`config.mk`:
```
export PLATFORM = sky130hd
export DESIGN_NAME = prog_loader_flat
export DESIGN_NICKNAME = d
export VERILOG_FILES = /design/src/rtl/loader_pkg.sv /design/src/rtl/prog_loader_if.sv /design/src/rtl/prog_loader_ram.sv /design/src/rtl/prog_loader.sv /design/src/flat_wrapper.sv
export SDC_FILE = /design/constraint.sdc
export NUM_CORES = 1
export LEC_CHECK = 0
export ABC_CLOCK_PERIOD_IN_PS = 3070
export CAP_MARGIN = 20
export CORE_MARGIN = 4
export CORE_UTILIZATION = 30
export DETAILED_ROUTE_END_ITERATION = 8
export PLACE_DENSITY = 0.44
export SYNTH_ARGS = -nofsm -noshare
export SYNTH_HDL_FRONTEND = slang
export SYNTH_SLANG_ARGS = --single-unit
```
`constraint.sdc`:
```
create_clock -name clk -period 3.07 [get_ports clk]
set_input_delay 0.4605 -clock clk [delete_from_list [all_inputs] [get_ports clk]]
set_output_delay 0.4605 -clock clk [all_outputs]
set_load 0.01 [all_outputs]
```
`src/rtl/loader_pkg.sv`:
```
// Shared definitions for the program loader: default widths, depth and FSM state type.
package loader_pkg;

  localparam int unsigned DW       = 8;
  localparam int unsigned AW       = 4;
  localparam int unsigned LD_DEPTH = 16;

  typedef enum logic [2:0] {
    IDLE,
    LOAD,
    CHECK,
    DONE,
    ERR
  } ld_state_t;

endpackage

```
`src/rtl/prog_loader_if.sv`:
```
// Byte-wide valid/ready stream from the host into the program loader.
interface prog_loader_if #(
  parameter int unsigned DW = loader_pkg::DW
) ();

  logic [DW-1:0] in_data;
  logic          in_valid;
  logic          in_ready;

  modport master (output in_data, output in_valid, input  in_ready);
  modport slave  (input  in_data, input  in_valid, output in_ready);

endinterface

```
`src/rtl/prog_loader_ram.sv`:
```
// 2^AW x DW program memory: synchronous write, asynchronous read, no reset.
module prog_ram #(
  parameter int unsigned DW = loader_pkg::DW,
  parameter int unsigned AW = loader_pkg::AW
) (
  input  logic          clk,
  input  logic          we,
  input  logic [AW-1:0] waddr,
  input  logic [DW-1:0] wdata,
  input  logic [AW-1:0] raddr,
  output logic [DW-1:0] rdata
);

  logic [DW-1:0] mem [2**AW];

  always_ff @(posedge clk) begin
    if (we) mem[waddr] <= wdata;
  end

  assign rdata = mem[raddr];

endmodule

```
`src/rtl/prog_loader.sv`:
```
// Program loader: streams 16 bytes plus checksum into program RAM and holds the
// CPU until a verified image is resident.
module prog_loader #(
  parameter int unsigned DW = loader_pkg::DW,
  parameter int unsigned AW = loader_pkg::AW
) (
  input  logic          clk,
  input  logic          clr,
  input  logic          start,
  prog_loader_if.slave  bus,
  input  logic [AW-1:0] cpu_addr,
  output logic [DW-1:0] cpu_data,
  output logic          cpu_hold,
  output logic          busy,
  output logic          done,
  output logic          err,
  output logic [AW-1:0] wr_addr,
  output logic [DW-1:0] sum
);

  import loader_pkg::*;

  ld_state_t     state;
  logic          ready_q;
  logic          hs;
  logic          we;
  logic [DW-1:0] next_sum;

  assign bus.in_ready = ready_q;

  always_comb begin
    hs       = bus.in_valid & ready_q;
    we       = hs && (state == LOAD);
    next_sum = sum + bus.in_data;
  end

  // Outputs are registered alongside the state so each is a pure function of it.
  always_ff @(posedge clk) begin
    if (!clr) begin
      state    <= IDLE;
      wr_addr  <= '0;
      sum      <= '0;
      ready_q  <= 1'b0;
      busy     <= 1'b0;
      done     <= 1'b0;
      err      <= 1'b0;
      cpu_hold <= 1'b1;
    end else begin
      case (state)
        IDLE, DONE, ERR: begin
          if (start) begin
            state    <= LOAD;
            wr_addr  <= '0;
            sum      <= '0;
            ready_q  <= 1'b1;
            busy     <= 1'b1;
            done     <= 1'b0;
            err      <= 1'b0;
            cpu_hold <= 1'b1;
          end
        end
        LOAD: begin
          if (hs) begin
            sum     <= next_sum;
            wr_addr <= wr_addr + 1'b1;
            if (wr_addr == AW'(LD_DEPTH - 1)) state <= CHECK;
          end
        end
        CHECK: begin
          if (hs) begin
            sum     <= next_sum;
            ready_q <= 1'b0;
            busy    <= 1'b0;
            if (next_sum == '0) begin
              state    <= DONE;
              done     <= 1'b1;
              cpu_hold <= 1'b0;
            end else begin
              state <= ERR;
              err   <= 1'b1;
            end
          end
        end
        default: begin
          state    <= IDLE;
          ready_q  <= 1'b0;
          busy     <= 1'b0;
          cpu_hold <= 1'b1;
        end
      endcase
    end
  end

  prog_ram #(.DW(DW), .AW(AW)) u_ram (
    .clk   (clk),
    .we    (we),
    .waddr (wr_addr),
    .wdata (bus.in_data),
    .raddr (cpu_addr),
    .rdata (cpu_data)
  );

endmodule

```
`src/flat_wrapper.sv`:
```
// flat-port wrapper written by rule: the top's interface ports become plain ports
module prog_loader_flat import loader_pkg::*;
#(
  parameter int unsigned DW = loader_pkg::DW,
  parameter int unsigned AW = loader_pkg::AW
)
  (clk, clr, start, cpu_addr, cpu_data, cpu_hold, busy, done, err, wr_addr, sum, bus_in_data, bus_in_valid, bus_in_ready);
  prog_loader_if #(.DW(DW)) bus_i ();
  input  logic clk;
  input  logic clr;
  input  logic start;
  input  logic [AW-1:0] cpu_addr;
  output logic [DW-1:0] cpu_data;
  output logic cpu_hold;
  output logic busy;
  output logic done;
  output logic err;
  output logic [AW-1:0] wr_addr;
  output logic [DW-1:0] sum;
  input wire logic [$bits(bus_i.in_data)-1:0] bus_in_data;
  input wire logic [$bits(bus_i.in_valid)-1:0] bus_in_valid;
  output wire logic [$bits(bus_i.in_ready)-1:0] bus_in_ready;
  assign bus_i.in_data = bus_in_data;
  assign bus_i.in_valid = bus_in_valid;
  assign bus_in_ready = bus_i.in_ready;
  prog_loader #(.DW(DW), .AW(AW)) u_core (.clk(clk), .clr(clr), .start(start), .bus(bus_i), .cpu_addr(cpu_addr), .cpu_data(cpu_data), .cpu_hold(cpu_hold), .busy(busy), .done(done), .err(err), .wr_addr(wr_addr), .sum(sum));
endmodule
```
==> summary.txt, run 1 <==
Timing
  – Final min period: 2.96 ns
  – Slew Limit Fails: 0
  – Worst slew margin: 0.467
  – Final hold vios: 0
  – Setup violators final: 0
  – Slew @ Worst Pin: 0.799 ns
  – Crit share post-route: 0.963
  – Min Hold Slack: 0.506 ns
  – Max Freq: 0.338 GHz
  – Final Skew: 0.0105 ns
  – RSZ-0062 raised after global routing: false

Cells and area
  – Final Cell Area: 7880 um^2
  – FILL cells: 1865
  – Syn-to-layout area delta: 25.8%
  – Area of the multi-input gates: 1950 um^2
  – Final core occ: 0.387
  – Final cell count without fillers: 733
  – Proportion of layout cells with a drive suffix above 1: 0.266
  – N_diodes: 0
  – Final layout net count: 479
  – Register area: 4220 um^2

Critical path
  – Kind of critical path: in -> out
  – CP peak stage delay: 0.49 ns
  – Critical Path Sink Type: output port
  – Worst path required time: 2.61 ns
  – Crit Path Max Fanout: 13
  – Slowest cell on crit path: clkdlybuf4s50_1
  – Worst EP arrival: 2.50 ns
  – CP cell instances: dlygate4sd2_1 > bufbuf_16 > mux4_2 > mux4_2 > clkdlybuf4s50_1
  – Buf/Inv on CP: 3
  – Most frequent CP cell: mux4_2
  – Delay-heaviest family, CP: buffers and inverters
  – Crit start category: primary input

Run
  – Max-Cap Viols: 0

Yosys
  – Syn. warnings: 0
  – Syn Area/Cell: 17.2 um^2
  – Synth unique cells: 55
  – Syn_nets: 393
  – Cells after Synth: 365
  – Post-synth top flop: edfxtp_1
  – Mapped Area: 6260 um^2
  – #FFs+latches synth: 147
  – Post-synth EDFFs: 128
  – Synth async-reset ratio: 0
  – Seq/Total Area, Yosys: 0.674

Clock network
  – Number of setup buffers added after CTS: 0
  – Reg clk slew, reported paths: 0.06 ns
  – CTS Sinks: 147
  – Root buf cell: clkbuf_16
  – CTS tree: done
  – Clock Tree Buf Depth: 2
  – Clk_lat worst skew: 0.42 ns
  – H-tree levels: 4
  – Num CTS Buffers: 17

Global route
  – Largest net degree at the start of global routing: 22
  – Initial antenna violation count: 0
  – Vias in the first global route: 3774
  – Gr usage total: 0.138
  – Global-route wire length before repair: 23800 um
  – GRT overflow: 0

Route
  – Vias per cell: 4.95
  – DR iter-0 viols: 213
  – Via count: 3628
  – DRT antenna net count: 0
  – Drt pass-1 iters: 4
  – DRC violation count after routing: 0
  – Routed WL: 15700 um
  – Routed WL per cell: 21.5 um

Die
  – Die ar.: 23300 um^2
  – # IOs: 41
  – Die height: 153 um
  – Row count: 52
  – Starting density of the core: 0.308
  – Core ar.: 20400 um^2
  – Die X: 153 um

Worst hold path
  – Hold Crit Class: reg -> reg

Power
  – Static leakage power: 2.62 nW
  – Largest vdd supply drop: 0.406 mV
  – Pwr dens: 639 nW/um^2

Placement
  – Hpwl dp: 10500 um
  – Post-placement cell count: 701
  – Gpl congestion: 0.759
  – Port Buf Inserts: 40
  – DP Area: 7280 um^2

Status
  – Status: finished, final reports clean
-- where the power goes --
group          switching [mW]  internal (mW)
combinational           0.393          0.346
sequential             0.0772           2.22
clock                   0.807           1.19
-- timing repair --
action | 4_1_cts | 5_1_grt
setup endpoints to repair | 7 | 0
resized for setup | 1 | 0
hold buffers | 0 | 0
-- state kept, by name, summed over array words and instances (netlist names) --
signal,flops
u_core.cpu_hold,1
u_core.err,1
u_core.wr_addr,4
u_core.bus.in_ready,1
u_core.state,3
u_core.u_ram.mem,128
u_core.done,1
u_core.sum,8
-- Yosys cell counts, types with 2 or more instances --
master / instances / area share
o21ai_0: 6 / 0.0048
nor2b_1: 4 / 0.0040
nand3_1: 4 / 0.0032
xnor2_1: 2 / 0.0028
inv_1: 3 / 0.0018
clkbuf_1: 9 / 0.0054
nand2_1: 14 / 0.0084
edfxtp_1: 128 / 0.61
dfxtp_1: 19 / 0.061
a21oi_1: 9 / 0.0072
ha_1: 11 / 0.022
xor2_1: 4 / 0.0056
buf_1: 2 / 0.0012
mux4_2: 40 / 0.14
o21a_1: 2 / 0.0024
and2_1: 3 / 0.0030
a21o_1: 3 / 0.0036
buf_2: 5 / 0.0040
nand2b_1: 7 / 0.0070
nor2_1: 36 / 0.022
a211o_1: 2 / 0.0028
a211oi_2: 2 / 0.0040
o21ai_1: 4 / 0.0032
or3b_1: 2 / 0.0028
a22oi_1: 7 / 0.0084
nor3_1: 8 / 0.0064
-- path summary, 6_finish.rpt --
path                                 startpoint               to  slack [ns]  cells after the start
worst min register to register  u_core.cpu_hold  u_core.cpu_hold        0.51                      1
worst max-delay path                cpu_addr[1]      cpu_data[7]        0.11                      5
worst min-delay path            u_core.cpu_hold  u_core.cpu_hold        0.51                      1
worst max register to register    u_core.sum[0]      u_core.done        0.47                      8
-- placed cells by master, fill, tap and decap left out, types with 3 or more instances in the layout --
| cell type | netlist | layout |
|---|---|---|
| o21ai_1 | 4 | 4 |
| nor2_1 | 36 | 36 |
| a21oi_1 | 9 | 9 |
| o21ai_0 | 6 | 6 |
| buf_12 | 0 | 3 |
| nor2b_1 | 4 | 4 |
| clkbuf_16 | 0 | 17 |
| nand2_1 | 14 | 14 |
| and2_1 | 3 | 3 |
| inv_1 | 3 | 3 |
| edfxtp_1 | 128 | 128 |
| buf_4 | 1 | 40 |
| clkdlybuf4s50_1 | 0 | 38 |
| xor2_1 | 4 | 4 |
| mux4_2 | 40 | 40 |
| nor3_1 | 8 | 8 |
| clkinv_4 | 0 | 4 |
| a21o_1 | 3 | 3 |
| dfxtp_1 | 19 | 19 |
| ha_1 | 11 | 11 |
| nand2b_1 | 7 | 7 |
| a22oi_1 | 7 | 7 |
| nand3_1 | 4 | 4 |
-- final cells by class --
type                            instances  area share
Clock inverter                         13      0.0173
Timing Repair Buffer                   84      0.0999
Sequential cell                       147       0.536
Clock buffer                           18      0.0545
Tap cell                              270      0.0429
Multi-Input combinational cell        197       0.248
Inverter                                4     0.00191
-- stage by stage --
stage / power (mW) / setup TNS, ns / worst slack [ns]
final: 5.03 / 0 / 0.113
after floorplan: 2.78 / 0 / 0.598
after detailed placement: 3.07 / -1.15 / -0.236
after global routing: 5.25 / 0 / 0.0500
after CTS: 5.08 / 0 / 0.0975
after global placement: 3.07 / -0.501 / -0.132
-- layer usage --
layer	vias to the layer above	global-route usage	wire [um]
met5	-	0	0
met4	0	0.0344	117
met3	10	0.0358	646
met2	81	0.215	7480
met1	1890	0.194	7480
li1	1647	-	-
-- logic make-up after synthesis --
kind of cell / synth area share
xor+xnor: 0.00839
buf+inv: 0.0142
mux: 0.144
compound gates: 0.0651
flops: 0.674
fa+ha+maj: 0.0252
simple gates: 0.0691
Power figures use the tool's default switching activity.
==> inputs of run 2 (changes only) <==
--- a/config.mk
+++ b/config.mk
@@ -10,7 +10,9 @@
 export CORE_MARGIN = 4
 export CORE_UTILIZATION = 30
 export DETAILED_ROUTE_END_ITERATION = 8
-export PLACE_DENSITY = 0.44
+export DONT_BUFFER_PORTS = 1
+export HOLD_SLACK_MARGIN = 0.02
+export PLACE_DENSITY = 0.42
 export SYNTH_ARGS = -nofsm -noshare
 export SYNTH_HDL_FRONTEND = slang
 export SYNTH_SLANG_ARGS = --single-unit
==> run 2 against run 1 <==
Maximum frequency grew 14%; sequential share of layout area grew 4.7 points; sequential power is essentially flat; total power shrank 2.5%; core utilization shrank 3.1 points; design area shrank 8.0%; setup slack gained 0.36 ns; critical path depth grew 3; register-to-register slack is essentially flat; sequential cell count is the same; die area is the same; highest routed layer unchanged.
==> summary.txt, run 2 (synthesized netlist as in run 1, its figures left out) <==
Status
  – Status: finished, final reports clean

Die
  – # IOs: 41
  – Starting density of the core: 0.308
  – Core ar.: 20400 um^2
  – Die ar.: 23300 um^2
  – Die X: 153 um
  – Row count: 52
  – Die height: 153 um

Global route
  – Vias in the first global route: 3448
  – Initial antenna violation count: 0
  – Largest net degree at the start of global routing: 33
  – Global-route wire length before repair: 22600 um
  – GRT overflow: 0
  – Gr usage total: 0.133

Timing
  – Crit share post-route: 0.847
  – Final hold vios: 0
  – Final WS setup: 0.470 ns
  – Min Hold Slack: 0.129 ns
  – Setup violators final: 0
  – Slew Limit Fails: 0
  – Final min period: 2.60 ns
  – Worst slew margin: 0.505
  – Final Skew: 0.00736 ns
  – RSZ-0062 raised after global routing: false
  – Slew @ Worst Pin: 0.743 ns
  – Total negative setup slack: 0 ns
  – Max Freq: 0.385 GHz

Placement
  – Hpwl dp: 9590 um
  – Gpl congestion: 0.777
  – Dpl ws: 0.378 ns
  – Port Buf Inserts: 0

Clock network
  – Clk_lat worst skew: 0.42 ns
  – Number of setup buffers added after CTS: 0
  – Resize count post-CTS: 0
  – CTS Hold Bufs: 0
  – Clock Tree Buf Depth: 2
  – CTS tree: done
  – Num CTS Buffers: 17
  – CTS Sinks: 147
  – Root buf cell: clkbuf_16
  – Reg clk slew, reported paths: 0.07 ns
  – H-tree levels: 4

Worst hold path
  – Origin of the worst min-delay path: bus_in_data[4]
  – Hold Path Sink: u_core.u_ram.mem[4][4]
  – WHS Path Cells: 0
  – Hold Crit Class: in -> reg

Cells and area
  – N_diodes: 0
  – Max reg flops: 128
  – Largest regs: u_core.u_ram.mem: 128 flops, u_core.sum: 8 flops, u_core.wr_addr: 4 flops
  – Reg with most FFs: u_core.u_ram.mem
  – Syn-to-layout area delta: 15.7%
  – FILL cells: 1932
  – Commonest non-fill, non-tap cell in the layout: edfxtp_1
  – Final layout net count: 412
  – Proportion of layout cells with a drive suffix above 1: 0.247
  – Most frequent cells in the layout: edfxtp_1 (128), mux4_2 (40), nor2_1 (36), dfxtp_1 (19)

Critical path
  – Kind of critical path: reg -> reg
  – Worst path required time: 3.42 ns
  – Crit start category: flop
  – Critical Path Sink Type: flop
  – Worst reg2reg startpoint: u_core.sum[0]
  – FF-to-FF path depth: 8
  – FF-to-FF End: u_core.done
  – R2R Setup Slk: 0.47 ns
  – Crit Path Max Fanout: 4
  – Worst EP arrival: 2.95 ns

Power
  – Pwr dens: 677 nW/um^2
  – Static leakage power: 2.31 nW
  – Largest vdd supply drop: 0.473 mV

Route
  – DR iter-0 viols: 186
  – DRC violation count after routing: 0
  – Routed WL per cell: 22.3 um
  – Vias per cell: 4.98
  – Routed WL: 14900 um
  – DRT antenna net count: 0
  – Drt pass-1 iters: 4
  – Via count: 3322

Run
  – Max-Cap Viols: 0
[run 2: changes by cell type in the layout (fill, tap and decap cells not counted), sizes merged]
cell,before,now
clkinvlp,2,3
bufbuf,1,0
dlygate4sd2,1,0
buf,44,17
inv,5,12
clkinv,8,2
clkdlybuf4s50,38,0
clkbuf,18,17
[run 2: through the flow]
| stage | power (mW) | utilization | cells | cell area, um^2 |
|---|---|---|---|---|
| 4_1_cts | 4.96 | 0.356 | 667 | 7250 |
| 5_1_grt | 5.12 | 0.356 | 667 | 7250 |
| 6_report | 4.91 | 0.356 | 667 | 7250 |
| 3_3_place_gp | 2.87 | 0.327 | 635 | 6660 |
| 2_1_floorplan | 2.78 | - | 365 | 6260 |
| 3_5_place_dp | 2.87 | 0.327 | 635 | 6660 |
[run 2: power by group]
group,total [mW],switching [mW],internal [mW]
logic,0.507,0.281,0.226
clock network,2.08,0.865,1.22
registers,2.32,0.0982,2.22
total,4.91,1.24,3.66
[run 2: how the worst max path moves through the flow]
stage	startpoint	end	slack (ns)	depth (start not counted)
2_1_floorplan	bus_in_data[0]	u_core.done	0.60	8
3_3_place_gp	bus_in_data[0]	u_core.done	0.45	8
3_5_place_dp	bus_in_data[0]	u_core.done	0.38	8
4_1_cts	u_core.sum[0]	u_core.done	0.46	8
5_1_grt	u_core.sum[0]	u_core.done	0.30	8
6_report	u_core.sum[0]	u_core.done	0.47	8
[run 2: metal layers]
metal,vias to the layer above,routed length (um),share of wire,global-route usage
met4,0,190,0.013,0.0420
met2,65,6820,0.46,0.203
met5,-,0,0,0
met3,16,790,0.053,0.0440
met1,1736,7080,0.48,0.181
li1,1505,-,-,-
[run 2: worst max-delay path, stage by stage, from the launching register on]
cell	delay (ns)
dfxtp_1	0.36
ha_1	0.24
fa_1	0.42
a211oi_2	0.33
nor2_1	0.16
o221ai_1	0.37
a2111oi_4	0.11
or3b_1	0.39
a31oi_1	0.15
[run 2: cell type report]
type / count / area, um^2 / share of cell area
flip-flops and latches: 147 / 4220 / 0.583
multi-input cells: 197 / 1950 / 0.269
clock buffers: 17 / 425 / 0.0587
well taps: 270 / 338 / 0.0466
clock inverters: 15 / 166 / 0.0230
repair buffers: 17 / 128 / 0.0176
inverters: 4 / 15.0 / 0.00207
